**src/rtl/alu_pkg.sv**
```systemverilog
// Shared opcode and FSM encodings for the ALU op sequencer and the result mux datapath.
package alu_pkg;

    localparam logic [2:0] OP_AND = 3'b000;
    localparam logic [2:0] OP_OR  = 3'b001;
    localparam logic [2:0] OP_XOR = 3'b010;
    localparam logic [2:0] OP_NOT = 3'b011;
    localparam logic [2:0] OP_ADD = 3'b100;
    localparam logic [2:0] OP_SUB = 3'b101;
    localparam logic [2:0] OP_SHL = 3'b110;
    localparam logic [2:0] OP_SHR = 3'b111;

    typedef enum logic [1:0] {
        ST_IDLE   = 2'd0,
        ST_SETTLE = 2'd1,
        ST_DONE   = 2'd2
    } state_e;

    // Arithmetic and shift opcodes all live in the upper half of the opcode space.
    function automatic logic op_uses_carry(input logic [2:0] op);
        return op[2];
    endfunction

endpackage

```
**src/rtl/alu_op_sequencer_if.sv**
```systemverilog
// Request, datapath and result signals of the ALU op sequencer; slave is the sequencer side.
interface alu_op_sequencer_if #(
    parameter int WIDTH = 4
);
    logic             IN_VALID;
    logic             IN_READY;
    logic [WIDTH-1:0] A;
    logic [WIDTH-1:0] B;
    logic [2:0]       OP;
    logic [2:0]       SEL;
    logic [WIDTH-1:0] MUX_A;
    logic [WIDTH-1:0] MUX_B;
    logic [WIDTH-1:0] RESULT;
    logic             CARRY;
    logic             OUT_VALID;
    logic             OUT_READY;
    logic [WIDTH-1:0] R;
    logic             Z;
    logic             N;
    logic             C;
    logic             V;

    modport slave (
        input  IN_VALID, A, B, OP, RESULT, CARRY, OUT_READY,
        output IN_READY, SEL, MUX_A, MUX_B, OUT_VALID, R, Z, N, C, V
    );

    modport master (
        output IN_VALID, A, B, OP, RESULT, CARRY, OUT_READY,
        input  IN_READY, SEL, MUX_A, MUX_B, OUT_VALID, R, Z, N, C, V
    );

endinterface

```
**src/rtl/alu_op_sequencer_flag_gen.sv**
```systemverilog
// Combinational Z/N/C/V generation from the mux bank result and the latched operand signs.
module alu_flag_gen
    import alu_pkg::*;
#(
    parameter int WIDTH = 4
) (
    input  logic [WIDTH-1:0] result_i,
    input  logic             carry_i,
    input  logic [2:0]       sel_i,
    input  logic             a_msb_i,
    input  logic             b_msb_i,
    output logic             z_o,
    output logic             n_o,
    output logic             c_o,
    output logic             v_o
);

    logic r_msb;

    assign r_msb = result_i[WIDTH-1];
    assign z_o   = (result_i == '0);
    assign n_o   = r_msb;
    assign c_o   = op_uses_carry(sel_i) ? carry_i : 1'b0;

    // Signed overflow: result sign disagrees with A when the operand signs make it impossible.
    always_comb begin
        v_o = 1'b0;
        case (sel_i)
            OP_ADD:  v_o = (a_msb_i == b_msb_i) && (r_msb != a_msb_i);
            OP_SUB:  v_o = (a_msb_i != b_msb_i) && (r_msb != a_msb_i);
            default: v_o = 1'b0;
        endcase
    end

endmodule

```
**src/rtl/alu_op_sequencer.sv**
```systemverilog
// Holds SEL/operands for a settle window, then captures RESULT and flags behind a valid/ready output.
module alu_op_sequencer
    import alu_pkg::*;
#(
    parameter int WIDTH         = 4,
    parameter int SETTLE_CYCLES = 1
) (
    input  logic               CLK,
    input  logic               RST,
    alu_op_sequencer_if.slave  bus
);

    localparam int              CNT_W    = $clog2(SETTLE_CYCLES + 1);
    localparam logic [CNT_W-1:0] CNT_LOAD = CNT_W'(SETTLE_CYCLES - 1);

    state_e           state_q, state_d;
    logic [CNT_W-1:0] cnt_q, cnt_d;
    logic [2:0]       sel_q, sel_d;
    logic [WIDTH-1:0] mux_a_q, mux_a_d;
    logic [WIDTH-1:0] mux_b_q, mux_b_d;
    logic [WIDTH-1:0] r_q, r_d;
    logic             z_q, z_d, n_q, n_d, c_q, c_d, v_q, v_d;
    logic             out_valid_q, out_valid_d;
    logic             in_ready;
    logic             z_nx, n_nx, c_nx, v_nx;

    alu_flag_gen #(.WIDTH(WIDTH)) u_flag_gen (
        .result_i (bus.RESULT),
        .carry_i  (bus.CARRY),
        .sel_i    (sel_q),
        .a_msb_i  (mux_a_q[WIDTH-1]),
        .b_msb_i  (mux_b_q[WIDTH-1]),
        .z_o      (z_nx),
        .n_o      (n_nx),
        .c_o      (c_nx),
        .v_o      (v_nx)
    );

    assign in_ready = (state_q == ST_IDLE) && !RST;

    always_comb begin
        state_d     = state_q;
        cnt_d       = cnt_q;
        sel_d       = sel_q;
        mux_a_d     = mux_a_q;
        mux_b_d     = mux_b_q;
        r_d         = r_q;
        z_d         = z_q;
        n_d         = n_q;
        c_d         = c_q;
        v_d         = v_q;
        out_valid_d = out_valid_q;
        case (state_q)
            ST_IDLE: begin
                if (bus.IN_VALID && in_ready) begin
                    sel_d   = bus.OP;
                    mux_a_d = bus.A;
                    mux_b_d = bus.B;
                    cnt_d   = CNT_LOAD;
                    state_d = ST_SETTLE;
                end
            end
            ST_SETTLE: begin
                if (cnt_q == '0) begin
                    r_d         = bus.RESULT;
                    z_d         = z_nx;
                    n_d         = n_nx;
                    c_d         = c_nx;
                    v_d         = v_nx;
                    out_valid_d = 1'b1;
                    state_d     = ST_DONE;
                end else begin
                    cnt_d = cnt_q - 1'b1;
                end
            end
            ST_DONE: begin
                // Returning through IDLE guarantees no accept on the OUT_READY edge.
                if (bus.OUT_READY) begin
                    out_valid_d = 1'b0;
                    state_d     = ST_IDLE;
                end
            end
            default: state_d = ST_IDLE;
        endcase
    end

    always_ff @(posedge CLK) begin
        if (RST) begin
            state_q     <= ST_IDLE;
            cnt_q       <= '0;
            sel_q       <= OP_AND;
            mux_a_q     <= '0;
            mux_b_q     <= '0;
            r_q         <= '0;
            z_q         <= 1'b0;
            n_q         <= 1'b0;
            c_q         <= 1'b0;
            v_q         <= 1'b0;
            out_valid_q <= 1'b0;
        end else begin
            state_q     <= state_d;
            cnt_q       <= cnt_d;
            sel_q       <= sel_d;
            mux_a_q     <= mux_a_d;
            mux_b_q     <= mux_b_d;
            r_q         <= r_d;
            z_q         <= z_d;
            n_q         <= n_d;
            c_q         <= c_d;
            v_q         <= v_d;
            out_valid_q <= out_valid_d;
        end
    end

    assign bus.IN_READY  = in_ready;
    assign bus.SEL       = sel_q;
    assign bus.MUX_A     = mux_a_q;
    assign bus.MUX_B     = mux_b_q;
    assign bus.OUT_VALID = out_valid_q;
    assign bus.R         = r_q;
    assign bus.Z         = z_q;
    assign bus.N         = n_q;
    assign bus.C         = c_q;
    assign bus.V         = v_q;

endmodule

```
**src/flat_wrapper.sv**
```systemverilog
// flat-port wrapper written by rule: the top's interface ports become plain ports
module alu_op_sequencer_flat import alu_pkg::*;
#(
    parameter int WIDTH         = 4,
    parameter int SETTLE_CYCLES = 1
)
  (CLK, RST, bus_IN_VALID, bus_A, bus_B, bus_OP, bus_RESULT, bus_CARRY, bus_OUT_READY, bus_IN_READY, bus_SEL, bus_MUX_A, bus_MUX_B, bus_OUT_VALID, bus_R, bus_Z, bus_N, bus_C, bus_V);
  alu_op_sequencer_if #(.WIDTH(WIDTH)) bus_i ();
  input  logic CLK;
  input  logic RST;
  input wire logic [$bits(bus_i.IN_VALID)-1:0] bus_IN_VALID;
  input wire logic [$bits(bus_i.A)-1:0] bus_A;
  input wire logic [$bits(bus_i.B)-1:0] bus_B;
  input wire logic [$bits(bus_i.OP)-1:0] bus_OP;
  input wire logic [$bits(bus_i.RESULT)-1:0] bus_RESULT;
  input wire logic [$bits(bus_i.CARRY)-1:0] bus_CARRY;
  input wire logic [$bits(bus_i.OUT_READY)-1:0] bus_OUT_READY;
  output wire logic [$bits(bus_i.IN_READY)-1:0] bus_IN_READY;
  output wire logic [$bits(bus_i.SEL)-1:0] bus_SEL;
  output wire logic [$bits(bus_i.MUX_A)-1:0] bus_MUX_A;
  output wire logic [$bits(bus_i.MUX_B)-1:0] bus_MUX_B;
  output wire logic [$bits(bus_i.OUT_VALID)-1:0] bus_OUT_VALID;
  output wire logic [$bits(bus_i.R)-1:0] bus_R;
  output wire logic [$bits(bus_i.Z)-1:0] bus_Z;
  output wire logic [$bits(bus_i.N)-1:0] bus_N;
  output wire logic [$bits(bus_i.C)-1:0] bus_C;
  output wire logic [$bits(bus_i.V)-1:0] bus_V;
  assign bus_i.IN_VALID = bus_IN_VALID;
  assign bus_i.A = bus_A;
  assign bus_i.B = bus_B;
  assign bus_i.OP = bus_OP;
  assign bus_i.RESULT = bus_RESULT;
  assign bus_i.CARRY = bus_CARRY;
  assign bus_i.OUT_READY = bus_OUT_READY;
  assign bus_IN_READY = bus_i.IN_READY;
  assign bus_SEL = bus_i.SEL;
  assign bus_MUX_A = bus_i.MUX_A;
  assign bus_MUX_B = bus_i.MUX_B;
  assign bus_OUT_VALID = bus_i.OUT_VALID;
  assign bus_R = bus_i.R;
  assign bus_Z = bus_i.Z;
  assign bus_N = bus_i.N;
  assign bus_C = bus_i.C;
  assign bus_V = bus_i.V;
  alu_op_sequencer #(.WIDTH(WIDTH), .SETTLE_CYCLES(SETTLE_CYCLES)) u_core (.CLK(CLK), .RST(RST), .bus(bus_i));
endmodule
```
**config.mk**
```make
export PLATFORM = sky130hd
export DESIGN_NAME = alu_op_sequencer_flat
export DESIGN_NICKNAME = d
export VERILOG_FILES = /design/src/rtl/alu_pkg.sv /design/src/rtl/alu_op_sequencer_if.sv /design/src/rtl/alu_op_sequencer_flag_gen.sv /design/src/rtl/alu_op_sequencer.sv /design/src/flat_wrapper.sv
export SDC_FILE = /design/constraint.sdc
export NUM_CORES = 1
export LEC_CHECK = 0
export ABC_AREA = 1
export CORE_MARGIN = 8
export CORE_UTILIZATION = 43
export CTS_CLUSTER_SIZE = 12
export DETAILED_ROUTE_END_ITERATION = 12
export PLACE_DENSITY = 0.79
export SKIP_LAST_GASP = 1
export SLEW_MARGIN = 5
export SYNTH_ARGS = -nofsm -noshare
export SYNTH_HDL_FRONTEND = slang
export SYNTH_HIERARCHICAL = 1
export SYNTH_SLANG_ARGS = --single-unit
export TNS_END_PERCENT = 10
```
**constraint.sdc**
```tcl
create_clock -name CLK -period 1.4 [get_ports CLK]
set_clock_uncertainty 0.2 [all_clocks]
set_input_delay 0.21 -clock CLK [delete_from_list [all_inputs] [get_ports CLK]]
set_output_delay 0.21 -clock CLK [all_outputs]
set_load 0.01 [all_outputs]
```
**After elaboration in Yosys (flattened, before gate mapping)**

Cells that the tools add are included.

- Add/sub/neg operators: 1
- Equal/unequal tests: 10
- Muxes and demuxes: 12
- Bitwise logic cells: 1
- Reductions and logical operators: 14

Operators with widths:

| cell | number |
|---|---|
| == test 3 bit (second input constant) | 2 |
| 2-to-1 mux 2 bit | 3 |
| != test 2 bit (second input constant) | 3 |
| case mux 1 bit (2 select lines) | 3 |
| case mux 2 bit (3 select lines) | 1 |
| AND reduction 2 bit | 3 |
| AND reduction 3 bit | 2 |
| 2-to-1 mux 1 bit | 5 |
| logical AND 1 bit | 4 |
| logical NOT 4 bit | 1 |
| nonzero test 2 bit | 2 |
| == test 2 x 1 -> 1 bit (second input constant) | 1 |
| == test 2 bit (second input constant) | 1 |
| logical NOT 2 bit | 1 |
| != test 1 bit | 2 |
| == test 1 bit | 1 |
| logical NOT 1 bit | 1 |
| NOT 1 bit | 1 |
| subtractor 1 bit (second input constant) | 1 |

- Register bits after elaboration: 23
- Output and inout bits: 21

**Depth between registers and ports, before layout**

Gate-level depths: netlist of the first run.

- Depth after elaboration: 5
- Depth in mapped cells: 7

**Modules after synthesis**

Netlist of the first run, hierarchy kept.

By module, submodules not included:

| module | instances | cells each | area each (µm²) | seq. area each (µm²) |
|---|---|---|---|---|
| alu_op_sequencer | 1 | 142 | 968.4 | 440.4 |
| alu_flag_gen | 1 | 18 | 87.6 | 0.0 |

**Least setup slack after synthesis of the first run**

OpenSTA, ideal clock, no wires.

- Path kind: register to register
- Start: reg u_core.state_q[1]
- End: reg u_core.mux_a_q[0] (netlist: u_core/bus.MUX_A[0])
- Arrival: 0.852 ns
- Data required time: 1.090 ns
- Path slack: 0.238 ns
- Stages on the path, launching flop included: 6
- Path buffers: 1
- Clock period less this slack: 1.162 ns
- Cell sequence: dfxtp_1 > nor2_4 > buf_2 > nand4_1 > nand2_1 > nor2_1

- Longest elaborated chain between the ends: 4

RTL lines:

| element | RTL line | source |
|---|---|---|
| start, declared | alu_op_sequencer.sv:16 | `state_e state_q, state_d;` |
| start signal, assigned | alu_op_sequencer.sv:101 | `state_q <= state_d;` |
| logical NOT 2 bit * | alu_op_sequencer.sv:39, alu_op_sequencer.sv:53 |  |
| logical AND 1 bit | alu_op_sequencer.sv:39 | `assign in_ready = (state_q == ST_IDLE) && !RST;` |
| logical AND 1 bit | alu_op_sequencer.sv:55 | `if (bus.IN_VALID && in_ready) begin` |
| AND reduction 2 bit (no source line) * | n/a |  |
| end signal, assigned | alu_op_sequencer.sv:104 | `mux_a_q <= mux_a_d;` |
| end, declared | alu_op_sequencer.sv:19 | `logic [WIDTH-1:0] mux_a_q, mux_a_d;` |

Every way passes the cells marked *; elsewhere a longest branch is shown, timed or not.
A chain may end at the register's enable or synchronous reset.

**Worst setup path in the final report of the first run**

- Start: reg u_core.mux_b_q[1] (netlist: u_core/bus.MUX_B[1])
- End: out bus_MUX_B[1]

RTL lines:

| element | RTL line | source |
|---|---|---|
| start, declared | alu_op_sequencer.sv:20 | `logic [WIDTH-1:0] mux_b_q, mux_b_d;` |
| start signal, assigned | alu_op_sequencer.sv:105 | `mux_b_q <= mux_b_d;` |
| end, declared | flat_wrapper.sv:21 | `output wire logic [$bits(bus_i.MUX_B)-1:0] bus_MUX_B;` |

No word-level cell between the ends.

==> flow_summary.toml, run 1 <==
[clocking]
cts_made_buffers = 3
cts_sinks = 22
cts_max_path_buffers = 2
htree_levels = 1
clkSlewWorstSetupHoldPaths_ns = 0.11
cts_tree = "done"
cts_root_buf = "clkbuf_4"
clk_latency_ns = 0.29

[detailed_routing]
vias = 1096
dr.pass1.iters = 4
drcViolationCount = 0
route.met3.wl_um = 207
wl_met1_mm = 1.07
avgViaCountPerCell = 4.62
wire_per_inst_um = 11.1
dr_wl_met2_mm = 1.33
routed.top_layer = "met4"
totalWireLength_mm = 2.63
antenna_left = 0
drt-initial-drc-count = 43

[yosys]
synth_nets = 180
synth_seq_area_share = 0.417
ys_types = 21
yosysWarnings = 6
avgSynthCellArea_um2 = 6.60
synth-seq-cells = 22
netlist_area_mm2 = 0.00106
syn_inst = 160

[critical_path]
r2r_setup_slack_ns = 0.03
critPathKind = "reg -> out"
reg2reg_from = "u_core/state_q[1]"
reg2reg_depth = 6
required_ns = 0.99
crit_path_end_kind = "primary output"
slowest_delay_ns = 0.54
rr_endpoint = "u_core/bus.MUX_B[0]"
startpoint_type = "flop"
crit_buf_inv = 1
crit_chain = "clkdlybuf4s50_1"
crit_path_max_fanout = 2
cp_slowest_cell = "clkdlybuf4s50_1"
critPathTopFamily = "buffers and inverters"
worstPathArrival_ns = 1.19

[power_and_ir_drop]
power.leakage_nw = 0.845
irDropWorstVdd_mv = 0.497
p_per_area_mw_per_mm2 = 843
total_power_mw = 1.35

[floorplanning]
io_pins = 41
core_mm2 = 0.00241
die-area_mm2 = 0.00430
start_util = 0.438
die_x_um = 65.6
die_height_um = 65.6
num_rows = 18

[status]
status = "finished, violations left"
violations = "negative setup slack"

[flow_run]
cap_violations = 0

[worst_hold_path]
min_to = "u_core/state_q[1]"
whs_path_depth = 3
holdCritPathClass = "in -> reg"
worstHoldStart = "RST"

[sta]
slew_headroom = 0.827
final.setup.worst_slack_ns = -0.201
drv_slew = 0
worst_pin_slew_ns = 0.257
rsz0062_at_grt = "true"
fin_crit_ns = 1.60
finalHoldViolations = 0
fin_tns_setup_ns = -3.01
max_freq_mhz = 625
period_share = 1.14
setup_violations = 16
timing.hold.ws_ns = 0.0263

[final_layout]
final_util = 0.662
diodes = 0
nets = 229
layout_commonest_cell = "inv_1"
drive_gt1_frac = 0.121
final_cell_mix = "42 x inv_1, 34 x clkdlybuf4s50_1, 29 x nor2_1, 28 x nand2_1, 20 x dfxtp_1"
finalNonFillerCells = 237
nFillCells = 217
area_growth_pct = 51.1

[global_route]
grt_pass1_vias = 1057
grt_overflow_total = 0
antenna_found_initial = 0
grt_max_degree = 23
grt_use_total = 0.120
grt_pass1_wl_mm = 4.28

[place]
dp.cells = 234
port_buffers = 40
hpwl_mm = 2.10
place_congestion = 0.718
-- synth_stat cells, drive strengths merged --
cell,n,share of area
dfxtp,22,0.42
nand2,28,0.10
nor4,1,0.0059
o21ai,8,0.038
nor3,1,0.0047
clkbuf,2,0.0071
nand4,11,0.065
nand3b,1,0.0071
buf,5,0.031
a21oi,3,0.018
nand3,3,0.024
inv,43,0.15
nor2,32,0.13
-- repair_timing --
item,CTS,global route
resized for setup,2,10
setup endpoints to repair,28,40
setup buffers,0,0
hold buffers,0,0
pin swaps,0,1
cloned,0,0
hold endpoints to repair,0,0
-- flip-flops by register name, indices dropped and copies added (netlist names) --
name / cells
u_core/bus.MUX_A: 4
u_core/bus.MUX_B: 4
u_core/bus.R: 4
u_core/bus.SEL: 3
u_core/state_q: 2
u_core/bus.C: 1
u_core/bus.N: 1
u_core/bus.OUT_VALID: 1
u_core/bus.V: 1
u_core/bus.Z: 1
-- metal layers --
metal	up-vias	global-route usage
met3	4	0.0493
li1	568	-
met4	0	0.0300
met5	-	0
met1	484	0.115
met2	40	0.230
-- stage by stage --
step / setup slack [ns] / cell area, um2
global placement: -0.321 / 1560
detailed placement: -0.401 / 1560
floorplan: 0.238 / 1060
CTS: -0.242 / 1580
finish: -0.201 / 1600
global route: -0.257 / 1600
-- report_power, final --
part / total [mW] / switching [mW] / internal, mW
Clock: 0.277 / 0.177 / 0.100
Sequential: 0.695 / 0.0232 / 0.672
Combinational: 0.373 / 0.174 / 0.198
Total: 1.35 / 0.375 / 0.970
-- layout make-up --
type | count | area (um2) | area share
Tap cell | 30 | 37.5 | 0.0235
Inverter | 43 | 161 | 0.101
Sequential cell | 22 | 443 | 0.278
Timing Repair Buffer | 51 | 512 | 0.321
Multi-Input combinational cell | 88 | 419 | 0.263
Clock buffer | 3 | 22.5 | 0.0141
-- cells by family (layout without fill, tap and decap cells) --
kind of cell / count (synthesis) / in the layout / synth area share
flops: 22 / 22 / 0.417
buf+inv: 50 / 97 / 0.191
simple gates: 77 / 77 / 0.336
compound gates: 11 / 11 / 0.0557
-- worst max path at each step --
stage,from,endpoint,depth (start not counted)
3_5_place_dp,RST,bus_IN_READY,3
6_report,u_core/bus.MUX_B[1],bus_MUX_B[1],1
5_1_grt,u_core/bus.R[0],bus_R[0],1
3_3_place_gp,RST,bus_IN_READY,3
2_1_floorplan,u_core/state_q[1],u_core/bus.MUX_A[0],5
4_1_cts,u_core/bus.SEL[1],bus_SEL[1],1
Power figures use the tool's default switching activity.
==> run 2: changes to the inputs <==
--- a/config.mk
+++ b/config.mk
@@ -12,7 +12,6 @@
 export DETAILED_ROUTE_END_ITERATION = 12
 export PLACE_DENSITY = 0.79
 export SKIP_LAST_GASP = 1
-export SLEW_MARGIN = 5
 export SYNTH_ARGS = -nofsm -noshare
 export SYNTH_HDL_FRONTEND = slang
 export SYNTH_HIERARCHICAL = 1
==> results of run 2 <==
No change in the layout: final DEF, timing and power equal those of run 1.
